File: src/rtl/dma_to_finn_fifo_pkg.sv
// Shared types and helpers for the DMA-to-FINN ingress buffer.
package dma_to_finn_pkg;

  typedef enum logic {COUNT, OVERRUN} chk_state_t;

  // Pointer carries one extra wrap bit above the index bits.
  function automatic int ptr_w(input int depth);
    return $clog2(depth) + 1;
  endfunction

endpackage

File: src/rtl/dma_to_finn_fifo_if.sv
// AXI-Stream style beat bundle used on both sides of the ingress buffer.
interface dma_to_finn_fifo_if #(
  parameter int DATA_WIDTH = 8
);
  logic                  tvalid;
  logic [DATA_WIDTH-1:0] tdata;
  logic                  tlast;
  logic                  tready;

  modport master (output tvalid, output tdata, output tlast, input tready);
  modport slave  (input tvalid, input tdata, input tlast, output tready);
endinterface

File: src/rtl/dma_to_finn_fifo_fifo_mem.sv
// Power-of-two FIFO with wrap-bit pointers and an asynchronous read port.
module stream_fifo_mem
  import dma_to_finn_pkg::*;
#(
  parameter int DEPTH      = 8,
  parameter int DATA_WIDTH = 8
) (
  input  logic                  clk,
  input  logic                  rst_n,
  input  logic                  wr_valid,
  input  logic [DATA_WIDTH-1:0] wr_data,
  output logic                  wr_ready,
  output logic                  rd_valid,
  output logic [DATA_WIDTH-1:0] rd_data,
  input  logic                  rd_ready
);
  localparam int PW = ptr_w(DEPTH);
  localparam int IW = PW - 1;

  logic [PW-1:0]         wr_ptr, rd_ptr;
  logic [DATA_WIDTH-1:0] mem [DEPTH];
  logic                  full, empty, wr_en, rd_en;

  assign empty    = (wr_ptr == rd_ptr);
  assign full     = (wr_ptr[IW-1:0] == rd_ptr[IW-1:0]) && (wr_ptr[IW] != rd_ptr[IW]);
  assign wr_ready = ~full;
  assign rd_valid = ~empty;
  assign wr_en    = wr_valid & wr_ready;
  assign rd_en    = rd_valid & rd_ready;
  assign rd_data  = mem[rd_ptr[IW-1:0]];

  // Storage is intentionally not reset; validity comes from the pointers.
  always_ff @(posedge clk) begin
    if (wr_en) mem[wr_ptr[IW-1:0]] <= wr_data;
  end

  always_ff @(posedge clk or negedge rst_n) begin
    if (!rst_n) begin
      wr_ptr <= '0;
      rd_ptr <= '0;
    end else begin
      if (wr_en) wr_ptr <= wr_ptr + PW'(1);
      if (rd_en) rd_ptr <= rd_ptr + PW'(1);
    end
  end

endmodule

File: src/rtl/dma_to_finn_fifo.sv
// DMA MM2S to FINN ingress: buffers beats, strips TLAST, and checks frame lengths.
module dma_to_finn_fifo
  import dma_to_finn_pkg::*;
#(
  parameter int DEPTH       = 8,
  parameter int DATA_WIDTH  = 8,
  parameter int FRAME_BEATS = 16,
  parameter int CNT_WIDTH   = 16
) (
  input  logic                 clk,
  input  logic                 rst_n,
  dma_to_finn_fifo_if.slave    s_axis,
  dma_to_finn_fifo_if.master   m_axis,
  input  logic                 err_clear,
  output logic                 frame_done,
  output logic                 err_short,
  output logic                 err_long,
  output logic [CNT_WIDTH-1:0] frames_ok
);
  localparam int CW = (FRAME_BEATS > 1) ? $clog2(FRAME_BEATS) : 1;
  localparam logic [CW-1:0] LAST_BEAT = CW'(FRAME_BEATS - 1);

  chk_state_t     state;
  logic [CW-1:0]  beat_cnt;
  logic           s_hs;

  stream_fifo_mem #(
    .DEPTH      (DEPTH),
    .DATA_WIDTH (DATA_WIDTH)
  ) u_mem (
    .clk      (clk),
    .rst_n    (rst_n),
    .wr_valid (s_axis.tvalid),
    .wr_data  (s_axis.tdata),
    .wr_ready (s_axis.tready),
    .rd_valid (m_axis.tvalid),
    .rd_data  (m_axis.tdata),
    .rd_ready (m_axis.tready)
  );

  // FINN has no end-of-packet input; the downstream tlast is tied off.
  assign m_axis.tlast = 1'b0;
  assign s_hs = s_axis.tvalid & s_axis.tready;

  // Clear is applied first so a same-cycle set event overrides it.
  always_ff @(posedge clk or negedge rst_n) begin
    if (!rst_n) begin
      state      <= COUNT;
      beat_cnt   <= '0;
      frames_ok  <= '0;
      frame_done <= 1'b0;
      err_short  <= 1'b0;
      err_long   <= 1'b0;
    end else begin
      frame_done <= 1'b0;
      if (err_clear) begin
        err_short <= 1'b0;
        err_long  <= 1'b0;
      end
      if (s_hs) begin
        case (state)
          COUNT: begin
            if (s_axis.tlast && beat_cnt == LAST_BEAT) begin
              frame_done <= 1'b1;
              frames_ok  <= frames_ok + CNT_WIDTH'(1);
              beat_cnt   <= '0;
            end else if (s_axis.tlast) begin
              err_short <= 1'b1;
              beat_cnt  <= '0;
            end else if (beat_cnt == LAST_BEAT) begin
              err_long <= 1'b1;
              beat_cnt <= '0;
              state    <= OVERRUN;
            end else begin
              beat_cnt <= beat_cnt + CW'(1);
            end
          end
          OVERRUN: begin
            if (s_axis.tlast) begin
              beat_cnt <= '0;
              state    <= COUNT;
            end
          end
          default: state <= COUNT;
        endcase
      end
    end
  end

endmodule
File: src/flat_wrapper.sv
// flat-port wrapper written by rule: the top's interface ports become plain ports
module dma_to_finn_fifo_flat import dma_to_finn_pkg::*;
#(
  parameter int DEPTH       = 8,
  parameter int DATA_WIDTH  = 8,
  parameter int FRAME_BEATS = 16,
  parameter int CNT_WIDTH   = 16
)
  (clk, rst_n, err_clear, frame_done, err_short, err_long, frames_ok, s_axis_tvalid, s_axis_tdata, s_axis_tlast, s_axis_tready, m_axis_tvalid, m_axis_tdata, m_axis_tlast, m_axis_tready);
  dma_to_finn_fifo_if #(.DATA_WIDTH(DATA_WIDTH)) s_axis_i ();
  dma_to_finn_fifo_if #(.DATA_WIDTH(DATA_WIDTH)) m_axis_i ();
  input  logic clk;
  input  logic rst_n;
  input  logic err_clear;
  output logic frame_done;
  output logic err_short;
  output logic err_long;
  output logic [CNT_WIDTH-1:0] frames_ok;
  input wire logic [$bits(s_axis_i.tvalid)-1:0] s_axis_tvalid;
  input wire logic [$bits(s_axis_i.tdata)-1:0] s_axis_tdata;
  input wire logic [$bits(s_axis_i.tlast)-1:0] s_axis_tlast;
  output wire logic [$bits(s_axis_i.tready)-1:0] s_axis_tready;
  output wire logic [$bits(m_axis_i.tvalid)-1:0] m_axis_tvalid;
  output wire logic [$bits(m_axis_i.tdata)-1:0] m_axis_tdata;
  output wire logic [$bits(m_axis_i.tlast)-1:0] m_axis_tlast;
  input wire logic [$bits(m_axis_i.tready)-1:0] m_axis_tready;
  assign s_axis_i.tvalid = s_axis_tvalid;
  assign s_axis_i.tdata = s_axis_tdata;
  assign s_axis_i.tlast = s_axis_tlast;
  assign s_axis_tready = s_axis_i.tready;
  assign m_axis_tvalid = m_axis_i.tvalid;
  assign m_axis_tdata = m_axis_i.tdata;
  assign m_axis_tlast = m_axis_i.tlast;
  assign m_axis_i.tready = m_axis_tready;
  dma_to_finn_fifo #(.DEPTH(DEPTH), .DATA_WIDTH(DATA_WIDTH), .FRAME_BEATS(FRAME_BEATS), .CNT_WIDTH(CNT_WIDTH)) u_core (.clk(clk), .rst_n(rst_n), .s_axis(s_axis_i), .m_axis(m_axis_i), .err_clear(err_clear), .frame_done(frame_done), .err_short(err_short), .err_long(err_long), .frames_ok(frames_ok));
endmodule
File: config.mk
export PLATFORM = sky130hd
export DESIGN_NAME = dma_to_finn_fifo_flat
export DESIGN_NICKNAME = d
export VERILOG_FILES = /design/src/rtl/dma_to_finn_fifo_pkg.sv /design/src/rtl/dma_to_finn_fifo_if.sv /design/src/rtl/dma_to_finn_fifo_fifo_mem.sv /design/src/rtl/dma_to_finn_fifo.sv /design/src/flat_wrapper.sv
export SDC_FILE = /design/constraint.sdc
export NUM_CORES = 1
export LEC_CHECK = 0
export ABC_AREA = 1
export BUFFER_PORTS_ARGS = -buffer_cell sky130_fd_sc_hd__buf_2
export CAP_MARGIN = 5
export CELL_PAD_IN_SITES_DETAIL_PLACEMENT = 0
export CELL_PAD_IN_SITES_GLOBAL_PLACEMENT = 2
export CORE_MARGIN = 2
export CORE_UTILIZATION = 40
export DETAILED_ROUTE_END_ITERATION = 10
export PLACE_DENSITY_LB_ADDON = 0.1
export SYNTH_ARGS = -nofsm -noshare
export SYNTH_HDL_FRONTEND = slang
export SYNTH_SLANG_ARGS = --single-unit
File: constraint.sdc
create_clock -name clk -period 6.3 [get_ports clk]
set_clock_uncertainty 0.1 [all_clocks]
set_input_delay 0.315 -clock clk [delete_from_list [all_inputs] [get_ports clk]]
set_output_delay 0.315 -clock clk [all_outputs]
set_load 0.02 [all_outputs]
==> metrics, run 1 <==
status=completed; maximum buffer depth of the clock tree=2; final-report hold violation count=0; vias in the first global route=2,979; setup TNS=0 ns; Pleak=1.98 nW; MaxCap Viol Count=0; Avg Synthesized Cell Area=10.1 um2; Hold WC Path Type=input pin to register; All-Layer GR Usage=0.176; fin. max-slew vios=0; DRC=0; Setup CP Type=register to register; Total Die Area=11,700 um2; Initial DRC Count=151; Data arrival, critical path=2.94 ns; most common cell after layout, fill and taps aside=nand2_1; Clock Latency Late Sink=0.36 ns; CTS tree=done; # placed instances=594; Congestion Overflow GR=0; Synth Net Count=448; root buf cell=clkbuf_8; Initial Util=0.415; antenna violations before repair=0; Post-synth EDFFs=64; largest net degree at the start of global routing=34; Post-CTS Setup Bufs=0; Via-to-Cell Ratio=4.97; hold depth=3; Pwr per Cell Area=386 nW/um2; Netlist cell types=31; RSZ-0062 raised after global routing=no; Critical Path RT=6.20 ns; worst vdd rail ir drop=0.115 mV; CTS Buf Count=9; Routed Antenna Nets=0; min cycle time layout=3.05 ns; number of fillers in the final layout=1,021; ANT cells=0; Startpoint Class=register; GP Congestion=0.742; Port Buffers=42; HPWL Detailed=6410 um; Least-Margin Pin Slew=0.995 ns; Synth Cell Area=4320 um2; Via Count=3,031; Synth top area share=0.445; post_cts resized=0; CTS sink count=96; Area Overhead vs Synth=11.9%; first-pass GRT wire length=15,300 um; crit-path max FO=21; f_max=328 MHz; Nets=488; fin cells=610; ys async rst share=0.333; Clock Pin Slew Worst Setup and Hold Paths=0.09 ns; Setup crit end kind=register; Synth Flop Type=edfxtp_1; Routed Wire Length=9410 um; Tcrit/Tclk final=0.483; boundary pin count=44; Yosys top cell by area=edfxtp_1; Die Width=108 um; sequential fraction of the synthesis area=0.630; relative slew slack=0.336; Post-Synthesis Cells=430; Util after Layout=0.464; overall die height=108 um; share of layout cells above drive strength 1=0.148; YS warnings=0; FF-to-FF setup slack=3.25 ns; commonest cells after routing, fill and taps aside=nand2_1, edfxtp_1, nor2_1; final count of negative-setup-slack endpoints=0; WL/cell=15.4 um; CORE AREA=10,400 um2; Synth area leaders=edfxtp_1, dfrtp_1, nand2_1; H-tree levels=3; synthesized flop and latch total=96; TritonRoute pass-1 iters=4; Rows=37; Worst Reg-to-Reg Cells=8
[through the flow]
step | power (mW) | setup slack (ns) | hold slack [ns] | area [um2]
floorplan | 1.29 | 4.27 | -0.0806 | 4320
global placement | 1.48 | 3.29 | 0.330 | 4630
detailed placement | 1.49 | 3.14 | 0.342 | 4630
CTS | 1.89 | 3.13 | 0.116 | 4840
global route | 2.00 | 2.85 | 0.118 | 4840
finish | 1.87 | 3.25 | 0.126 | 4840
[synth_stat cells, types with 2 or more instances]
master	number
nand4_1	4
nor2_1	54
and2_1	2
nand3_1	16
xor2_1	3
clkbuf_1	6
nand3b_1	2
inv_1	15
buf_2	4
a21oi_1	2
edfxtp_1	64
nand2_1	129
dfrtp_1	32
inv_2	5
buf_4	2
o22ai_1	16
buf_1	2
o21ai_1	2
xnor2_1	13
ha_1	4
o21ai_0	43
[sequential cells by signal, indices dropped and copies added, names as in the netlist]
signal	flops
u_core.beat_cnt	4
u_core.frames_ok	16
u_core.u_mem.wr_ptr	4
u_core.frame_done	1
u_core.state	1
u_core.u_mem.mem	64
u_core.err_long	1
u_core.u_mem.rd_ptr	4
u_core.err_short	1
[final timing paths]
kind / from / endpoint
hold / removal: m_axis_tready / u_core.u_mem.rd_ptr[3]$_DFFE_PN0P_
hold reg to reg: u_core.err_short$_DFF_PN0_ / u_core.err_short$_DFF_PN0_
setup / recovery: u_core.u_mem.rd_ptr[1]$_DFFE_PN0P_ / u_core.u_mem.mem[4][5]$_DFFE_PP_
min in group asynchronous: rst_n / u_core.beat_cnt[1]$_DFFE_PN0P_
max in group asynchronous: rst_n / u_core.u_mem.rd_ptr[0]$_DFFE_PN0P_
setup reg to reg: u_core.u_mem.rd_ptr[1]$_DFFE_PN0P_ / u_core.u_mem.mem[4][5]$_DFFE_PP_
[metal layers]
metal	GRT usage	share of wire
met5	0	0
met2	0.305	0.50
met4	0.0559	0.016
met1	0.214	0.45
met3	0.0470	0.039
[logic make-up after synthesis]
family	count (synthesis)	share of synthesized area
and+or+nand+nor	213	0.207
AOI/OAI and AO/OA	64	0.0793
buffers and inverters	35	0.0350
adders and majority gates	4	0.0116
xor gates and xnor gates	17	0.0362
DFF	96	0.630
other	1	0.000867
[report_power, final]
part	total (mW)	switching, mW	internal (mW)
combinational	0.617	0.424	0.193
clock	0.404	0.221	0.183
sequential	0.845	0.0762	0.768
total	1.87	0.721	1.15
[layout make-up]
| type | count | area [um2] | share of cell area |
|---|---|---|---|
| multi-input cells | 299 | 1450 | 0.300 |
| clock inverters | 6 | 67.6 | 0.0140 |
| clock buffers | 9 | 124 | 0.0256 |
| flip-flops and latches | 96 | 2720 | 0.563 |
| inverters | 20 | 75.1 | 0.0155 |
| repair buffers | 44 | 228 | 0.0471 |
| well taps | 136 | 170 | 0.0352 |
[critical path, stage by stage (launching register included)]
cell     delay [ns]
dfrtp_1        0.70
inv_1          0.44
nand2_1        0.14
nand2_1        0.11
nand4_4        0.15
nand2_4        0.10
inv_2          0.15
nand2_1        0.15
nor2_1         0.63
[timing repair]
| item | 4_1_cts | 5_1_grt |
|---|---|---|
| endpoints found under the setup margin | 0 | 0 |
| endpoints found under the hold margin | 32 | 0 |
| hold buffers | 1 | 0 |
No activity file was read; power rests on OpenSTA's default activity.
==> inputs of run 2 (changes only) <==
Settings changed: CORE_UTILIZATION 40 to 38.
Clock period 6.3 ns to 2.88 ns, I/O delays scaled along.
==> run 2 against run 1 <==
Hold slack got worse by 0.13 ns. Count of clock-buffer cells in the layout unchanged. Register-to-register slack got worse by 2.8 ns. Non-clock buffer count increased by 10. Fmax increased by 26%. Design area increased by 3.9%. Critical path depth unchanged. Combinational power increased by 140%. Worst setup slack got worse by 2.8 ns. Critical path type unchanged. Critical endpoint is now u_core.u_mem.mem[4][6]$_DFFE_PP_. Largest power group unchanged.
==> metrics, run 2 (synthesized netlist as in run 1, its figures left out) <==
Tcrit/Tclk final=0.842 (+0.359); Storage cell area=2720 um2 (unchanged); overall die height=111 um (+2.5%); max reg flops=64 (unchanged); Initial Util=0.394 (-0.0214); Port Buffers=42 (unchanged); Post-Place Worst Slack=0.441 ns (-2.70 ns); RR Startpoint=u_core.u_mem.rd_ptr[1]$_DFFE_PN0P_; clock network power share=0.260 (+0.043); boundary pin count=44 (unchanged); Critical Path RT=2.75 ns (-3.45 ns); Routed Antenna Nets=0 (unchanged); Hold WC Path Type=input pin to register; HPWL Detailed=6950 um (+8.5%); largest net degree at the start of global routing=37 (+8.8%); number of fillers in the final layout=1,046 (+2.4%); first-pass GRT wire length=16,400 um (+7.3%); CORE AREA=11,000 um2 (+5.4%); Hold Path Origin=s_axis_tdata[0]; Clock Pin Slew Worst Setup and Hold Paths=0.07 ns (-0.02 ns); CTS tree=done; Startpoint Class=register; overall power=4.44 mW (+140%); maximum buffer depth of the clock tree=2 (unchanged); ANT cells=0 (unchanged); f_max=412 MHz (+26%); MaxCap Viol Count=0 (unchanged); final count of negative-setup-slack endpoints=0 (unchanged); Least-Margin Pin Slew=0.780 ns (-0.214 ns); Int Pwr=2.75 mW (+140%); CTS sink count=96 (unchanged); H-tree levels=3 (unchanged); Post-CTS Setup Bufs=0 (unchanged); Nets=498 (+2.0%); worst vdd rail ir drop=0.419 mV (+260%); Pleak=2.08 nW (+5.0%); setup TNS=0 ns (unchanged); root buf cell=clkbuf_16; TritonRoute pass-1 iters=4 (unchanged); min cycle time layout=2.43 ns (-0.621 ns); Sw Share=0.380 (-0.00603); fin cells=625 (+2.5%); Logic pwr share=0.335 (+0.004); status=completed; Routed Wire Length=9990 um (+6.2%); Rows=38 (+2.7%); Initial DRC Count=184 (+22%); Data arrival, critical path=2.29 ns (-0.65 ns); crit-path max FO=11 (-48%); GP Congestion=0.722 (-2.7%); sequential share of power=0.405 (-0.048); DRC=0 (unchanged); Die Width=111 um (+2.5%); WL/cell=16.0 um (+3.7%); CTS Buf Count=9 (unchanged); All-Layer GR Usage=0.171 (-0.00504); Congestion Overflow GR=0 (unchanged); relative slew slack=0.480 (+0.144); RSZ-0062 raised after global routing=no; post_cts resized=0 (unchanged); Hold-fix buffers, CTS=5 (+4); Worst Setup SP=u_core.u_mem.rd_ptr[1]$_DFFE_PN0P_; share of layout cells above drive strength 1=0.159 (+0.0111); Setup crit end kind=register; FF-to-FF setup slack=0.45 ns (-2.80 ns); final-report hold violation count=0 (unchanged); commonest cells after routing, fill and taps aside=nand2_1, edfxtp_1, nor2_1; antenna violations before repair=0 (unchanged); most common cell after layout, fill and taps aside=nand2_1; Final WS setup=0.455 ns (-2.80 ns); Total Die Area=12,200 um2 (+5.1%); # placed instances=604 (+1.7%); Util after Layout=0.457 (-0.00698); Setup CP Type=register to register; Area Overhead vs Synth=16.2%; Sw Pwr=1.69 mW (+130%); Multi-input gate area=1450 um2 (unchanged); Pwr per Cell Area=884 nW/um2 (+130%); vias in the first global route=3,190 (+7.1%); Via Count=3,122 (+3.0%); fin. max-slew vios=0 (unchanged); Clock Latency Late Sink=0.34 ns (-0.02 ns); Via-to-Cell Ratio=5.00 (+0.53%)
run 2: changes by cell type in the layout (fill, tap and decap cells not counted), sizes merged:
cell / change
buf: +6
bufinv: -1
clkinv: +2
clkinvlp: -2
dlygate4sd3: +4
inv: +2
run 2: layout make-up:
cell class                      instances  share of cell area
Sequential cell                        96               0.542
Tap cell                              140              0.0349
Inverter                               20              0.0149
Multi-Input combinational cell        299               0.288
Timing Repair Buffer                   54              0.0623
Clock buffer                            9              0.0448
Clock inverter                          7              0.0125
run 2: path summary, 6_finish.rpt:
path                                                 endpoint  cells after the start
max                          u_core.u_mem.mem[4][6]$_DFFE_PP_                      8
min                          u_core.u_mem.mem[3][0]$_DFFE_PP_                      1
max reg2reg                  u_core.u_mem.mem[4][6]$_DFFE_PP_                      8
min reg2reg                u_core.u_mem.rd_ptr[3]$_DFFE_PN0P_                      2
max in group asynchronous  u_core.u_mem.wr_ptr[0]$_DFFE_PN0P_                      2
min in group asynchronous      u_core.beat_cnt[0]$_DFFE_PN0P_                      2
run 2: worst max-delay path, cell delays in order, from the launching register on:
cell,delay [ns]
dfrtp_1,0.51
inv_1,0.09
nand2_1,0.07
nand2_1,0.10
nand4_4,0.16
nand2_4,0.10
inv_2,0.14
nand2_1,0.16
nor2_1,0.62
run 2: power groups by stage:
stage,logic [mW],clock network [mW],registers (mW)
2_1_floorplan,1.05,0,1.78
3_3_place_gp,1.49,0,1.82
3_5_place_dp,1.50,0,1.83
4_1_cts,1.51,1.19,1.80
5_1_grt,1.67,1.25,1.82
6_report,1.49,1.15,1.80
run 2: stage by stage:
stage	hold WS (ns)	cell area, um2
3_3_place_gp	0.173	4680
2_1_floorplan	-0.252	4320
3_5_place_dp	0.172	4680
4_1_cts	0.00121	5020
6_report	0.000816	5020
5_1_grt	0.0122	5020
run 2: routing by layer:
layer,track usage,wire length (um),vias to the layer above
li1,-,-,1552
met4,0.0758,240,0
met1,0.213,4590,1491
met2,0.292,4870,58
met3,0.0273,288,21
met5,0,0,-
